==> src/rtl/cpu_hpm.sv <==
// Machine counter and performance-monitor CSR bank: mcycle, minstret, programmable
// mhpmcounters with event selectors, and mcountinhibit on the shared CSR ports.
module cpu_hpm #(
  parameter int NUM_COUNTERS  = 4,
  parameter int NUM_EVENTS    = 8,
  parameter int COUNTER_WIDTH = 64
) (
  input  logic                    clk_i,
  input  logic                    reset_i,
  input  logic                    retired_i,
  input  logic [NUM_EVENTS-1:0]   events_i,
  input  logic [11:0]             csr_read_addr_i,
  input  logic                    csr_read_enable_i,
  output logic [31:0]             csr_read_data_o,
  output logic                    csr_read_illegal_o,
  input  logic [11:0]             csr_write_addr_i,
  input  logic [31:0]             csr_write_data_i,
  input  logic [1:0]              csr_write_op_i,
  output logic [NUM_COUNTERS+2:0] overflow_o
);

  localparam int NumIdx = NUM_COUNTERS + 3;
  localparam int IdxW   = $clog2(NumIdx);
  localparam int SelW   = $clog2(NUM_EVENTS + 1);
  localparam logic [31:0] InhibitMask = ((32'd1 << NumIdx) - 32'd1) & ~32'd2;

  typedef enum logic [2:0] {
    KindNone,
    KindCntLo,
    KindCntHi,
    KindEvent,
    KindInhibit
  } kind_e;

  typedef struct packed {
    kind_e           kind;
    logic            mirror;
    logic [IdxW-1:0] idx;
  } dec_t;

  logic [COUNTER_WIDTH-1:0] counter_q [NumIdx];
  logic [COUNTER_WIDTH-1:0] counter_d [NumIdx];
  logic [SelW-1:0]          select_q  [NumIdx];
  logic [SelW-1:0]          select_d  [NumIdx];
  logic [31:0]              inhibit_q, inhibit_d;
  logic [NumIdx-1:0]        overflow_q, overflow_d;
  logic [NumIdx-1:0]        inc;
  logic [31:0]              readData_q, readData_d;
  logic                     readIllegal_q, readIllegal_d;
  logic [NUM_EVENTS:0]      eventsExt;
  dec_t                     rdDec, wrDec;
  logic [31:0]              wrOld, wrNew;
  logic                     wrEn;

  // Index 1 (time) lives elsewhere, so it is never decoded as a counter here.
  function automatic dec_t decodeAddr(input logic [11:0] addr);
    dec_t       d;
    logic [4:0] idx;
    logic       cntOk;
    idx      = addr[4:0];
    cntOk    = (idx != 5'd1) && (int'(idx) < NumIdx);
    d.kind   = KindNone;
    d.mirror = 1'b0;
    d.idx    = idx[IdxW-1:0];
    case (addr[11:5])
      7'h58: if (cntOk) d.kind = KindCntLo;
      7'h5C: if (cntOk) d.kind = KindCntHi;
      7'h60: if (cntOk) begin d.kind = KindCntLo; d.mirror = 1'b1; end
      7'h64: if (cntOk) begin d.kind = KindCntHi; d.mirror = 1'b1; end
      7'h19: begin
        if (idx == 5'd0) d.kind = KindInhibit;
        else if ((idx >= 5'd3) && (int'(idx) < NumIdx)) d.kind = KindEvent;
      end
      default: ;
    endcase
    return d;
  endfunction

  function automatic logic [31:0] regValue(input dec_t d);
    logic [31:0] v;
    case (d.kind)
      KindCntLo:   v = counter_q[d.idx][31:0];
      KindCntHi:   v = 32'(counter_q[d.idx][COUNTER_WIDTH-1:32]);
      KindEvent:   v = 32'(select_q[d.idx]);
      KindInhibit: v = inhibit_q;
      default:     v = '0;
    endcase
    return v;
  endfunction

  // Bit 0 of the extended vector is a constant 0 so selector 0 never counts.
  assign eventsExt = {events_i, 1'b0};

  always_comb begin
    inc    = '0;
    inc[0] = ~inhibit_q[0];
    inc[2] = retired_i & ~inhibit_q[2];
    for (int i = 3; i < NumIdx; i++) begin
      inc[i] = eventsExt[select_q[i]] & ~inhibit_q[i];
    end
  end

  always_comb begin
    wrDec = decodeAddr(csr_write_addr_i);
    wrOld = regValue(wrDec);
    case (csr_write_op_i)
      2'b01:   wrNew = csr_write_data_i;
      2'b10:   wrNew = wrOld | csr_write_data_i;
      2'b11:   wrNew = wrOld & ~csr_write_data_i;
      default: wrNew = wrOld;
    endcase
    wrEn = (csr_write_op_i != 2'b00) && !wrDec.mirror && (wrDec.kind != KindNone);
  end

  // A write to either half replaces the whole increment for that counter.
  always_comb begin
    counter_d  = counter_q;
    select_d   = select_q;
    inhibit_d  = inhibit_q;
    overflow_d = '0;
    for (int i = 0; i < NumIdx; i++) begin
      if (inc[i]) begin
        counter_d[i]  = counter_q[i] + COUNTER_WIDTH'(1);
        overflow_d[i] = &counter_q[i];
      end
    end
    if (wrEn) begin
      case (wrDec.kind)
        KindCntLo: begin
          counter_d[wrDec.idx]  = {counter_q[wrDec.idx][COUNTER_WIDTH-1:32], wrNew};
          overflow_d[wrDec.idx] = 1'b0;
        end
        KindCntHi: begin
          counter_d[wrDec.idx]  = {wrNew[COUNTER_WIDTH-33:0], counter_q[wrDec.idx][31:0]};
          overflow_d[wrDec.idx] = 1'b0;
        end
        KindEvent:   select_d[wrDec.idx] = (wrNew > 32'(NUM_EVENTS)) ? '0 : wrNew[SelW-1:0];
        KindInhibit: inhibit_d = wrNew & InhibitMask;
        default: ;
      endcase
    end
  end

  always_comb begin
    rdDec         = decodeAddr(csr_read_addr_i);
    readData_d    = '0;
    readIllegal_d = 1'b0;
    if (csr_read_enable_i) begin
      if (rdDec.kind == KindNone) readIllegal_d = 1'b1;
      else readData_d = regValue(rdDec);
    end
  end

  always_ff @(posedge clk_i) begin
    if (reset_i) begin
      for (int i = 0; i < NumIdx; i++) begin
        counter_q[i] <= '0;
        select_q[i]  <= '0;
      end
      inhibit_q     <= '0;
      overflow_q    <= '0;
      readData_q    <= '0;
      readIllegal_q <= 1'b0;
    end else begin
      counter_q     <= counter_d;
      select_q      <= select_d;
      inhibit_q     <= inhibit_d;
      overflow_q    <= overflow_d;
      readData_q    <= readData_d;
      readIllegal_q <= readIllegal_d;
    end
  end

  assign csr_read_data_o    = readData_q;
  assign csr_read_illegal_o = readIllegal_q;
  assign overflow_o         = overflow_q;

endmodule

==> config.mk <==
export PLATFORM = sky130hd
export DESIGN_NAME = cpu_hpm
export DESIGN_NICKNAME = d
export VERILOG_FILES = /design/src/rtl/cpu_hpm.sv
export SDC_FILE = /design/constraint.sdc
export NUM_CORES = 2
export LEC_CHECK = 0
export CAP_MARGIN = 20
export CORE_ASPECT_RATIO = 1.25
export CORE_MARGIN = 1.5
export CORE_UTILIZATION = 40
export CTS_CLUSTER_DIAMETER = 120
export CTS_CLUSTER_SIZE = 16
export DETAILED_ROUTE_END_ITERATION = 7
export DONT_BUFFER_PORTS = 1
export PLACE_DENSITY = 0.51
export SLEW_MARGIN = 20
export SYNTH_ARGS = -nofsm -noshare
export SYNTH_HDL_FRONTEND = slang
export SYNTH_SLANG_ARGS = --single-unit
==> constraint.sdc <==
create_clock -name clk_i -period 6.1 [get_ports clk_i]
set_clock_uncertainty 0.15 [all_clocks]
set_input_delay 1.525 -clock clk_i [delete_from_list [all_inputs] [get_ports clk_i]]
set_output_delay 1.525 -clock clk_i [all_outputs]
set_load 0.01 [all_outputs]
==> impl_results.rst <==
.. list-table::
   :header-rows: 1

   * - Metric
     - Value
   * - CP Data Arrival Time
     - 6.23 ns
   * - Unrepaired setup endpoints after global routing
     - false
   * - Area of the placeable core
     - 97,370 sq um
   * - Sequential power share
     - 0.487
   * - Maximum level of the CTS H-tree
     - 2
   * - Clock group share of total power
     - 0.390
   * - Dominant synthesized flop cell
     - dfxtp_1
   * - Die X
     - 283.4 microns
   * - Hold Startpoint
     - counter_q[324]
   * - Row Count
     - 128
   * - Most frequent cells after synthesis
     - dfxtp_1, nand2_1, a21oi_1
   * - Count of fill cells added during filler insertion
     - 10,120
   * - Internal power of the cells
     - 4867 uW
   * - Synth async-reset ratio
     - 0
   * - Maximum ir drop on the vdd rail
     - 0.0002127 V
   * - Worst hold path stage count
     - 1
   * - Crit Reg-Reg Endpoint
     - counter_q[319]
   * - Class of the tightest hold or removal check
     - reg2reg
   * - Sequential standard cell area
     - 10,430 sq um
   * - Final setup violation count
     - 0
   * - Portion of total power attributed to combinational logic
     - 0.123
   * - Critical path endpoint category
     - flop
   * - Post-CTS Hold Buffers
     - 0
   * - Pin count of the biggest net entering global routing
     - 308
   * - Most area-consuming cells after synthesis
     - dfxtp_1, mux4_2, a21oi_1
   * - Post-synthesis cell type count
     - 105
   * - Number of register bits inferred by synthesis
     - 521
   * - Starting DRC count in detailed routing
     - 7,977
   * - Actual transition at the worst max-transition pin
     - 1.272 ns
   * - Routability congestion estimate
     - 1.085
   * - Clock latency reported for the late side of the worst-skew pair
     - 0.66 ns
   * - Logic depth of the worst register-to-register path
     - 8
   * - Maximum frequency from static timing analysis
     - 172.8 MHz
   * - PD cells
     - 164.7 nW/um^2
   * - Layout cell share with drive strength beyond 1
     - 0.1136
   * - Element type at the critical path start
     - flop
   * - Post-route non-filler standard cell count
     - 6,297
   * - First-pass GRT wire length
     - 379.4 mm
   * - Net switching power
     - 2137 uW
   * - I/O Pins
     - 110
   * - Antenna-violating nets left
     - 0
   * - Worst flop-to-flop path startpoint
     - counter_q[287]
   * - CP Max Fanout
     - 9
   * - Area of the multi-input gates
     - 26,920 sq um
   * - Register-to-Register Setup Slack
     - 0.31 ns
   * - Critical path start-end classification
     - reg2reg
   * - Max-slew headroom
     - 0.1522
   * - Initial core utilization
     - 0.4038
   * - Total clock sinks
     - 521
   * - Failing checks
     - design-rule violations
   * - Setup TNS Final
     - 0 ns
   * - Die outline height
     - 353.5 microns
   * - Fraction of synthesized cell area taken by the top area cell type
     - 0.2653
   * - Dpl hpwl
     - 205.2 mm
   * - Final number of max-transition violations
     - 0
   * - Cell chosen for the clock root
     - clkbuf_16
   * - CP Data Required Time
     - 6.54 ns
   * - Vias per cell
     - 7.526
   * - Port Buffer Count
     - 0
   * - Crit share post-route
     - 0.9484
   * - Post-CTS Setup Bufs
     - 0
   * - Clock input transition at the sequential cells of the worst setup and hold paths
     - 0.09 ns
   * - Final-stage net count
     - 5,035
   * - Number of antenna violations at the first check in global routing
     - 35
   * - Final number of hold-violating endpoints
     - 0
   * - Share of total power consumed by net switching
     - 0.3051
   * - Post-synth net total
     - 5,178
   * - Cell count after placement
     - 6,217
   * - Instance count of the mapped netlist
     - 5,102
   * - Number of global-route vias before repair
     - 42,800
   * - PostCTS Resize Cnt
     - 0
   * - Wire length after detailed routing
     - 285.8 mm
   * - Die ar.
     - 100,200 sq um
   * - Detailed-route wire length per cell
     - 45.39 microns
   * - Longest Clk Path Bufs
     - 3
   * - Outcome
     - finished, violations left
   * - CTS tree
     - done
   * - EDFF count, synth
     - 0
   * - Cell area after synthesis
     - 39,320 sq um
   * - Shortest period the worst path allows
     - 5.785 ns
   * - Maxcap violations
     - 0
   * - Detailed-router iteration count before antenna repair
     - 8
   * - Via count
     - 47,390
   * - End of the worst hold path
     - counter_q[324]
   * - Residual DRC count
     - 2
   * - Warning count from the yosys run
     - 0
   * - GR Util All Layers
     - 0.5486
   * - Yosys top cell by area
     - dfxtp_1
   * - Average instance area after synthesis
     - 7.706 sq um
   * - Remaining global-route overflow
     - 0
   * - Number of buffers created by CTS
     - 39
   * - Fraction of the yosys area taken by sequential cells
     - 0.2653
   * - Synthesis-to-finish area growth
     - 8.182%
   * - Static Leak
     - 0.01404 uW
==> flip-flops by register name, summed over array words and instances, names as in the netlist <==
name                cells
counter_q             448
csr_read_data_o        32
select_q               28
inhibit_q               6
overflow_o              6
csr_read_illegal_o      1
==> how the worst max path moves through the flow <==
stage / from / endpoint / cells past startpoint
4_1_cts: csr_write_addr_i[0] / select_q[7] / 9
6_report: counter_q[287] / counter_q[319] / 8
5_1_grt: counter_q[287] / counter_q[319] / 8
3_3_place_gp: csr_write_addr_i[1] / select_q[7] / 9
3_5_place_dp: csr_write_addr_i[0] / select_q[8] / 9
2_1_floorplan: csr_write_addr_i[0] / select_q[12] / 13
==> final cells by class <==
cell class | count | area share
multi-input cells | 4051 | 0.6328
flip-flops and latches | 521 | 0.2452
repair buffers | 262 | 0.04907
well taps | 1300 | 0.03824
clock buffers | 43 | 0.02453
inverters | 84 | 0.007501
diodes | 33 | 0.001941
clock inverters | 3 | 0.0007060
==> cell usage in the layout (no fill, tap or decap), types with 23 or more instances in the layout <==
master	Yosys	routed
a211o_1	25	25
a211oi_1	76	76
a21oi_1	432	430
a221oi_1	27	27
a22oi_1	32	32
a2bb2oi_1	29	29
a31oi_1	52	52
and2_1	69	69
and3_1	79	79
and4_1	40	39
buf_4	8	252
clkbuf_16	0	41
dfxtp_1	521	521
diode_2	0	33
inv_1	82	80
mux2_2	31	31
mux2i_1	186	186
mux4_2	108	108
nand2_1	521	514
nand2b_1	34	34
nand3_1	237	237
nand4_1	121	121
nor2_1	400	376
nor2b_1	115	111
nor3_1	130	129
nor4_1	64	58
o211ai_1	62	62
o21a_1	31	31
o21ai_0	310	308
o221ai_1	46	46
o22a_1	23	23
o22ai_1	78	78
o31ai_1	34	34
or3_1	31	30
xnor2_1	187	187
xor2_1	115	115
==> worst max-delay path: stages (launching register included) <==
cell and delay (ns):
dfxtp_1 0.76, nand4_1 0.70, nor4_2 1.20, and3_1 0.91
nand3_1 0.68, nor3_1 0.53, nand3_1 0.17, xnor2_1 0.40
o22a_1 0.18
==> per-layer routing <==
| metal | vias up | GRT usage | share of wire |
|---|---|---|---|
| met5 | - | 0.0009434 | 0.00025 |
| met4 | 12 | 0.5522 | 0.12 |
| met3 | 1474 | 0.2090 | 0.14 |
| met2 | 4469 | 0.7714 | 0.40 |
| met1 | 22760 | 0.6230 | 0.34 |
| li1 | 18670 | - | - |
==> power by group through the flow <==
stage,registers [uW],clock network [uW],logic (uW)
floorplan,3490,0,553
finish,3410,2730,861
global route,3410,2820,840
detailed placement,3490,0,787
global placement,3490,0,789
CTS,3410,2710,789
==> cell families after synthesis <==
| kind of cell | share of synthesized area |
|---|---|
| simple gates | 0.2462 |
| compound gates | 0.2438 |
| buf+inv | 0.05626 |
| flops | 0.2653 |
| mux | 0.1191 |
| xor+xnor | 0.06727 |
| fa+ha+maj | 0.001909 |
| other cells | 0.00009538 |
==> stage by stage <==
| step | power (uW) | hold WS, ns | cell area [sq um] | worst slack [ns] | util |
|---|---|---|---|---|---|
| 5_1_grt | 7066 | 0.3450 | 42470 | 0.5206 | 0.4362 |
| 3_3_place_gp | 4278 | 0.3187 | 41350 | 0.4376 | 0.4247 |
| 2_1_floorplan | 4039 | 0.2965 | 39320 | 1.540 | - |
| 6_report | 7004 | 0.3364 | 42530 | 0.3146 | 0.4368 |
| 4_1_cts | 6911 | 0.3353 | 42430 | 1.078 | 0.4357 |
| 3_5_place_dp | 4277 | 0.3254 | 41350 | 0.4482 | 0.4247 |
No activity file was read; power rests on OpenSTA's default activity.
